`src/rtl/pc_seq_pkg.sv`:
```
// Shared encodings for the multi-cycle PC sequencer.
// Op classes come from the decoder; stages are exported on the stage port.
package pc_seq_pkg;

    localparam int PC_WIDTH = 16;

    typedef enum logic [2:0] {
        OP_ALU    = 3'd0,
        OP_LOAD   = 3'd1,
        OP_STORE  = 3'd2,
        OP_BRANCH = 3'd3,
        OP_JUMP   = 3'd4,
        OP_CALL   = 3'd5,
        OP_RET    = 3'd6,
        OP_HALT   = 3'd7
    } op_class_e;

    typedef enum logic [2:0] {
        ST_FETCH  = 3'd0,
        ST_DECODE = 3'd1,
        ST_EXEC   = 3'd2,
        ST_MEM    = 3'd3,
        ST_WB     = 3'd4,
        ST_HALTED = 3'd5
    } stage_e;

endpackage

```
`src/rtl/return_addr_stack.sv`:
```
// Small LIFO of return addresses for CALL/RET.
// Push when full and pop when empty leave the pointer untouched.
module return_addr_stack
    import pc_seq_pkg::*;
#(
    parameter int WIDTH     = PC_WIDTH,
    parameter int RAS_DEPTH = 4
) (
    input  logic             clk,
    input  logic             rst,
    input  logic             push,
    input  logic             pop,
    input  logic [WIDTH-1:0] din,
    output logic [WIDTH-1:0] top,
    output logic             full,
    output logic             empty
);

    localparam int AW = $clog2(RAS_DEPTH);
    localparam int PW = AW + 1;

    logic [PW-1:0]    ptr;
    logic [WIDTH-1:0] mem [RAS_DEPTH];
    logic [AW-1:0]    top_idx;
    logic [PW-1:0]    ptr_dec;

    assign ptr_dec = ptr - PW'(1);
    assign top_idx = ptr_dec[AW-1:0];
    assign full    = (ptr == PW'(RAS_DEPTH));
    assign empty   = (ptr == '0);
    assign top     = empty ? '0 : mem[top_idx];

    always_ff @(posedge clk or posedge rst) begin
        if (rst) begin
            ptr <= '0;
        end else if (push && !full) begin
            ptr <= ptr + PW'(1);
        end else if (pop && !empty) begin
            ptr <= ptr_dec;
        end
    end

    // Entries need no reset: the pointer alone defines what is valid.
    always_ff @(posedge clk) begin
        if (push && !full) begin
            mem[ptr[AW-1:0]] <= din;
        end
    end

endmodule

```
`src/rtl/pc_next_unit.sv`:
```
// Multi-cycle instruction sequencer producing the PC register in/EN pair.
// pc_en pulses for one cycle in the last stage of every instruction.
module pc_next_unit
    import pc_seq_pkg::*;
#(
    parameter int WIDTH     = PC_WIDTH,
    parameter int RAS_DEPTH = 4
) (
    input  logic             clk,
    input  logic             rst,
    input  logic [WIDTH-1:0] pc,
    input  logic             instr_valid,
    input  logic [2:0]       op_class,
    input  logic [WIDTH-1:0] imm,
    input  logic             br_taken,
    output logic [WIDTH-1:0] pc_next,
    output logic             pc_en,
    output logic [2:0]       stage,
    output logic             halted,
    output logic             ras_overflow,
    output logic             ras_underflow
);

    stage_e           state, state_n;
    op_class_e        op_q;
    logic [WIDTH-1:0] imm_q;
    logic [WIDTH-1:0] pc_inc;
    logic             push, pop;
    logic [WIDTH-1:0] ras_top;
    logic             ras_full, ras_empty;
    logic             in_exec;

    assign pc_inc  = pc + WIDTH'(1);
    assign in_exec = (state == ST_EXEC);
    assign stage   = state;
    assign halted  = (state == ST_HALTED);

    return_addr_stack #(
        .WIDTH     (WIDTH),
        .RAS_DEPTH (RAS_DEPTH)
    ) u_ras (
        .clk   (clk),
        .rst   (rst),
        .push  (push),
        .pop   (pop),
        .din   (pc_inc),
        .top   (ras_top),
        .full  (ras_full),
        .empty (ras_empty)
    );

    always_ff @(posedge clk or posedge rst) begin
        if (rst) begin
            state         <= ST_FETCH;
            op_q          <= OP_ALU;
            imm_q         <= '0;
            ras_overflow  <= 1'b0;
            ras_underflow <= 1'b0;
        end else begin
            state <= state_n;
            if (state == ST_DECODE) begin
                op_q  <= op_class_e'(op_class);
                imm_q <= imm;
            end
            if (in_exec && op_q == OP_CALL && ras_full) begin
                ras_overflow <= 1'b1;
            end
            if (in_exec && op_q == OP_RET && ras_empty) begin
                ras_underflow <= 1'b1;
            end
        end
    end

    always_comb begin
        state_n = state;
        pc_en   = 1'b0;
        pc_next = pc_inc;
        push    = 1'b0;
        pop     = 1'b0;
        unique case (state)
            ST_FETCH: begin
                if (instr_valid) state_n = ST_DECODE;
            end
            ST_DECODE: state_n = ST_EXEC;
            ST_EXEC: begin
                unique case (op_q)
                    OP_ALU:            state_n = ST_WB;
                    OP_LOAD, OP_STORE: state_n = ST_MEM;
                    OP_HALT:           state_n = ST_HALTED;
                    OP_BRANCH: begin
                        state_n = ST_FETCH;
                        pc_en   = 1'b1;
                        if (br_taken) pc_next = pc + imm_q;
                    end
                    OP_JUMP: begin
                        state_n = ST_FETCH;
                        pc_en   = 1'b1;
                        pc_next = imm_q;
                    end
                    OP_CALL: begin
                        state_n = ST_FETCH;
                        pc_en   = 1'b1;
                        pc_next = imm_q;
                        push    = !ras_full;
                    end
                    OP_RET: begin
                        state_n = ST_FETCH;
                        pc_en   = 1'b1;
                        pop     = !ras_empty;
                        if (!ras_empty) pc_next = ras_top;
                    end
                endcase
            end
            ST_MEM: begin
                if (op_q == OP_STORE) begin
                    state_n = ST_FETCH;
                    pc_en   = 1'b1;
                end else begin
                    state_n = ST_WB;
                end
            end
            ST_WB: begin
                state_n = ST_FETCH;
                pc_en   = 1'b1;
            end
            ST_HALTED: state_n = ST_HALTED;
            default:   state_n = ST_FETCH;
        endcase
    end

endmodule

```
`config.mk`:
```
export PLATFORM = sky130hd
export DESIGN_NAME = pc_next_unit
export DESIGN_NICKNAME = d
export VERILOG_FILES = /design/src/rtl/pc_seq_pkg.sv /design/src/rtl/return_addr_stack.sv /design/src/rtl/pc_next_unit.sv
export SDC_FILE = /design/constraint.sdc
export NUM_CORES = 1
export LEC_CHECK = 0
export CELL_PAD_IN_SITES_DETAIL_PLACEMENT = 0
export CELL_PAD_IN_SITES_GLOBAL_PLACEMENT = 1
export CORE_ASPECT_RATIO = 1.25
export CORE_UTILIZATION = 45
export CTS_BUF_LIST = sky130_fd_sc_hd__clkbuf_8 sky130_fd_sc_hd__clkbuf_16
export CTS_CLUSTER_SIZE = 16
export DETAILED_ROUTE_END_ITERATION = 8
export HOLD_SLACK_MARGIN = 0.1
export PLACE_DENSITY = 0.8
export SYNTH_ARGS = -nofsm -noshare
export SYNTH_HDL_FRONTEND = slang
export SYNTH_SLANG_ARGS = --single-unit
```
`constraint.sdc`:
```
create_clock -name clk -period 3.7 [get_ports clk]
set_input_delay 0.74 -clock clk [delete_from_list [all_inputs] [get_ports clk]]
set_output_delay 0.74 -clock clk [all_outputs]
set_load 0.02 [all_outputs]
```
# Word level (Yosys, flattened, before mapping)

Memory sizes are Yosys's and may differ from the RTL's.
Cells that the tools add are included.

Register bits: 27
RAM bits: 64
Output and inout bits: 23
Word-level logic and storage cells: 59
Memories kept: 1

$add $sub $neg: 4
Eq/ne operators: 14
Multiplexer cells: 19
Reductions and logical operators: 15

Memories:

| name      | depth | bits a word | read ports | clocked after Yosys merged registers in | wr ports | RTL line                | text |
|---|---|---|---|---|---|---|---|
| u_ras.mem | 4     | 16          | 1          | 0                                       | 1        | return_addr_stack.sv:23 | `logic [WIDTH-1:0] mem [RAS_DEPTH];` |

Operators with widths:

| cell                                                               | number |
|---|---|
| 16-bit two-way mux                                                 | 3 |
| 16-bit case mux with 3 select lines                                | 1 |
| 3-bit == test, second input constant                               | 7 |
| 16-bit by 1-bit adder with 16-bit output, second input constant    | 1 |
| 16-bit adder                                                       | 1 |
| 3-bit case mux with 5 select lines                                 | 1 |
| 3-bit by 2-bit == test with 1-bit output, second input constant    | 4 |
| 3-bit two-way mux                                                  | 4 |
| 3-bit case mux with 4 select lines                                 | 1 |
| 3-bit zero test                                                    | 3 |
| 1-bit two-way mux                                                  | 8 |
| 3-bit by 1-bit == test with 1-bit output, second input constant    | 2 |
| 1-bit logical AND                                                  | 6 |
| 2-bit OR reduction                                                 | 2 |
| 4-bit OR reduction                                                 | 1 |
| 3-bit by 1-bit adder with 3-bit output, second input constant      | 1 |
| 1-bit case mux with 3 select lines                                 | 1 |
| 3-bit by 1-bit subtractor with 3-bit output, second input constant | 1 |
| 1-bit zero test                                                    | 2 |
| 2-bit != test, second input constant                               | 1 |
| 2-bit nonzero test                                                 | 1 |

# Logic depth before layout (Yosys ltp)

Depth in word-level cells: 7
Gate-level depth with buffers: 11
Gate-level depth less buffers: 10

# Hierarchy

From an unflattened synthesis, not the netlist that was laid out.

Cells, all modules: 440
Area total of the unflattened synthesis: 5296.3 µm²

Modules (own cells, without submodules):

| module            | times used | cells an instance | area each (µm²) | seq. area each (µm²) |
|---|---|---|---|---|
| return_addr_stack | 1          | 133               | 2701.3          | 1996.9 |
| pc_next_unit      | 1          | 307               | 2595.0          | 600.6 |

# Least setup slack after synthesis

Ideal clock, no wire load.

Path kind: flip-flop to output port
Start: register u_ras.ptr[0]
End: output pc_next[1]
Data arrival time: 2834 ps
Setup slack: 126 ps
Stages on the path, launching flop included: 10
Path buffers: 3
Cells stage by stage: dfrtp_1 -> buf_2 -> buf_2 -> inv_1 -> ha_1 -> ha_1 -> nor3_1 -> clkbuf_1 -> a221oi_1 -> o21ai_0

Longest elaborated chain between the ends: 5
Elaborated cells on any way between the ends: 6

RTL lines:

| what                                        | RTL line                | text |
|---|---|---|
| start: declaration                          | return_addr_stack.sv:22 | `logic [PW-1:0] ptr;` |
| start signal: assignment                    | return_addr_stack.sv:37 | `ptr <= ptr + PW'(1);` |
| start signal: assignment                    | return_addr_stack.sv:39 | `ptr <= ptr_dec;` |
| 3-bit by 1-bit subtractor with 3-bit output | return_addr_stack.sv:27 | `assign ptr_dec = ptr - PW'(1);` |
| memory read 4 x 16 bit                      | n/a                     |  |
| 16-bit two-way mux (*)                      | pc_next_unit.sv:110     | `if (!ras_empty) pc_next = ras_top;` |
| 16-bit case mux with 3 select lines (*)     | pc_next_unit.sv:86      | `unique case (op_q)` |
| 16-bit two-way mux (*)                      | pc_next_unit.sv:80      | `unique case (state)` |
| end: declaration                            | pc_next_unit.sv:16      | `output logic [WIDTH-1:0] pc_next,` |

Mark *: on every way between the ends. The rest lies on a longest branch, timed or not.

# Worst setup path in the final report

Start: input pc[12]
End: output pc_next[15]

Longest elaborated chain between the ends: 4
Elaborated cells on any way between the ends: 6

RTL lines:

| what                                                                     | RTL line                                | text |
|---|---|---|
| start: declaration                                                       | pc_next_unit.sv:11                      | `input logic [WIDTH-1:0] pc,` |
| 16-bit by 1-bit adder with 16-bit output or 16-bit adder (tied branches) | pc_next_unit.sv:33, pc_next_unit.sv:93  |  |
| 16-bit two-way mux, on equally long branches                             | pc_next_unit.sv:110, pc_next_unit.sv:93 |  |
| 16-bit case mux with 3 select lines                                      | pc_next_unit.sv:86                      |  |
| 16-bit two-way mux (*)                                                   | pc_next_unit.sv:80                      |  |

Marks and branches as above.

==> results.py <==
metrics = {
    "timing": {
        "tns_ns": 0,
        "period_needed_ns": 3.60,
        "rsz0062_at_grt": "yes",
        "setup_viol": 0,
        "fmax_mhz": 278,
        "fin_skew_ns": 0.00945,
        "maxSlewHeadroom_pct": 43.4,
        "final-hold-violation-count": 0,
        "min_period_over_period_pct": 97.3,
        "max_slew.worst_pin.slew_ns": 0.849,
        "maxSlewViolCount": 0,
        "setup_ws_ns": 0.101,
    },
    "routing": {
        "vias": 4056,
        "avgRoutedWirePerCell_um": 20.1,
        "via_per_inst": 5.84,
        "dr.first_iter.drc_count": 247,
        "ant_nets": 0,
        "drc_errors": 0,
        "firstDrtPassIters": 5,
        "totalWireLength_mm": 14.0,
    },
    "flow_run": {
        "max_cap_violations": 0,
    },
    "cts": {
        "cts_tree": "done",
        "clk_pin_slew_ns": 0.07,
        "cts-root-buf": "clkbuf_16",
        "cts_buffers": 9,
        "clock_sinks": 91,
        "hold_buffers": 0,
        "clk_latency_ns": 0.34,
        "cts-htree-levels": 3,
        "clk_path_buf_depth": 2,
    },
    "global_route": {
        "grt_overflow": 0,
        "antenna_found_initial": 0,
        "grt_pass1_vias": 4107,
        "grt_use_total_pct": 24.7,
        "grt_pass1_wl_mm": 21.8,
        "grt_start_max_net_pins": 28,
    },
    "yosys": {
        "ys.flop_type": "edfxtp_1",
        "synth.net_count": 475,
        "synth-async-reset-ratio_pct": 29.7,
        "syn_avg_cell_area_um2": 12.2,
        "synthesis.area_mm2": 0.00504,
        "netlist-cell-type-count": 54,
        "postSynthCellCount": 413,
        "ys_warn_count": 0,
        "synth-seq-cells": 91,
        "seq_area_frac_synth_pct": 51.5,
        "synth_edf_count": 64,
    },
    "place": {
        "place_ws_ns": -0.844,
        "port_buffers": 61,
        "hpwlAfterDp_mm": 10.3,
        "dp.cells": 677,
        "gp_congestion": 0.953,
    },
    "worst_setup_path": {
        "cp.required_ns": 2.96,
        "crit_fanout": 3,
        "critPathMaxStageDelay_ns": 0.54,
        "critPathKind": "in2out",
        "worstPathArrival_ns": 2.86,
        "start_kind": "input pin",
        "end_kind": "output pin",
        "cp_cell_sequence": "clkdlybuf4s50_1 > ha_4 > a21o_1 > a211o_1 > o21ai_2 > mux2i_2 > nor3b_1 > o21ai_1 > buf_4",
        "cpMaxStageDelayCell": "clkdlybuf4s50_1",
    },
    "final_layout": {
        "seq_area_mm2": 0.00260,
        "drive_gt1_share_pct": 33.0,
        "antenna_cells": 0,
        "final_cells": 695,
        "area_growth_pct": 37.8,
        "layout_common_cells": "93 x buf_4, 64 x edfxtp_1, 36 x clkdlybuf4s50_1",
        "num-fill-cells": 827,
        "final_common_cell": "buf_4",
        "multi_input_area_mm2": 0.00257,
        "final_nets": 620,
    },
    "floorplanning": {
        "fp.dieH_um": 120,
        "placeableCoreArea_mm2": 0.0108,
        "die_area_mm2": 0.0116,
        "start_util_pct": 46.8,
        "die_w_um": 96.7,
        "core.rowCount": 42,
        "pin_count": 62,
    },
    "outcome": {
        "status": "completed",
    },
    "power": {
        "peakVddDrop_v": 0.000446,
        "total_power_mw": 5.15,
        "p_per_area_mw_per_mm2": 741,
        "leakagePower_nw": 2.75,
    },
    "hold_path": {
        "worstHoldPathType": "reg2reg",
    },
}
[sequential cells by signal, summed over array words and instances (netlist names)]
register	count
u_ras.mem	64
imm_q	16
op_q	3
stage	3
u_ras.ptr	3
ras_overflow	1
ras_underflow	1
[path summary, 6_finish.rpt]
check	startpoint	slack, ns	end	cells after the start
max in group asynchronous	rst	2.62	imm_q[15]$_DFFE_PP0P_	3
min in group asynchronous	rst	0.78	op_q[1]$_DFFE_PP0P_	3
max reg2reg	op_q[2]$_DFFE_PP0P_	1.03	u_ras.mem[0][13]$_DFFE_PP_	5
min	ras_overflow$_DFFE_PP0P_	0.47	ras_overflow$_DFFE_PP0P_	1
max	pc[12]	0.10	pc_next[15]	9
min reg2reg	ras_overflow$_DFFE_PP0P_	0.47	ras_overflow$_DFFE_PP0P_	1
[critical path: cells and delay by family]
kind	cells	cell delay, ns
buffers and inverters	2	0.71
AOI/OAI and AO/OA	4	0.85
muxes	1	0.25
and+or+nand+nor	1	0.07
adders and majority gates	1	0.23
[power breakdown]
group | total [mW] | internal [mW] | switching (mW)
logic | 2.79 | 1.41 | 1.38
clock network | 0.915 | 0.479 | 0.436
registers | 1.44 | 1.26 | 0.185
total | 5.15 | 3.15 | 2.00
[what timing repair did]
item,4_1_cts,5_1_grt
setup endpoints to repair,16,15
pin swaps,16,14
buffers inserted,1,1
resized for setup,75,33
[per-layer routing]
metal	vias up	part of all wire [%]	global-route usage, %
met3	28	4.3	3.47
met4	0	3.8	11.8
li1	1876	-	-
met5	-	0	0
met2	158	51	43.3
met1	1994	41	29.9
[area by class of cell]
class / instances / area share, %
Tap cell: 132 / 2.38
Sequential cell: 91 / 37.4
Timing Repair Buffer: 150 / 18.3
Multi-Input combinational cell: 293 / 37.0
Clock inverter: 7 / 1.10
Clock buffer: 9 / 3.24
Inverter: 13 / 0.702
[kinds of logic (layout without fill, tap and decap cells)]
group / Yosys count / after routing / synth area share [%]
adder cells (fa/ha/maj): 23 / 23 / 5.85
XOR/XNOR: 26 / 26 / 4.52
AO/OA/AOI/OAI: 94 / 94 / 12.9
multiplexers: 37 / 37 / 11.8
AND/OR/NAND/NOR: 113 / 113 / 11.1
buffers and inverters: 29 / 179 / 2.28
flip-flops: 91 / 91 / 51.5
[cell usage after synthesis, drive strengths merged (9+ instances only)]
master / number / area share, %
nor3: 9 / 0.89
a21oi: 14 / 1.4
xnor2: 18 / 3.1
edfxtp: 64 / 38
o21ai: 22 / 2.2
mux2: 18 / 4.0
mux4: 16 / 7.1
clkbuf: 9 / 0.67
nand2: 36 / 2.7
dfrtp: 27 / 13
inv: 13 / 0.97
ha: 22 / 5.5
nor2: 24 / 1.8
[stage by stage]
step | instance area, um2 | utilization, % | hold WS [ns]
CTS | 6790 | 63.0 | 0.479
global route | 6950 | 64.5 | 0.487
floorplan | 5040 | - | 0.506
detailed placement | 6410 | 59.5 | 0.463
global placement | 6410 | 59.5 | 0.459
finish | 6950 | 64.5 | 0.475
(Power assumes the default switching activity.)
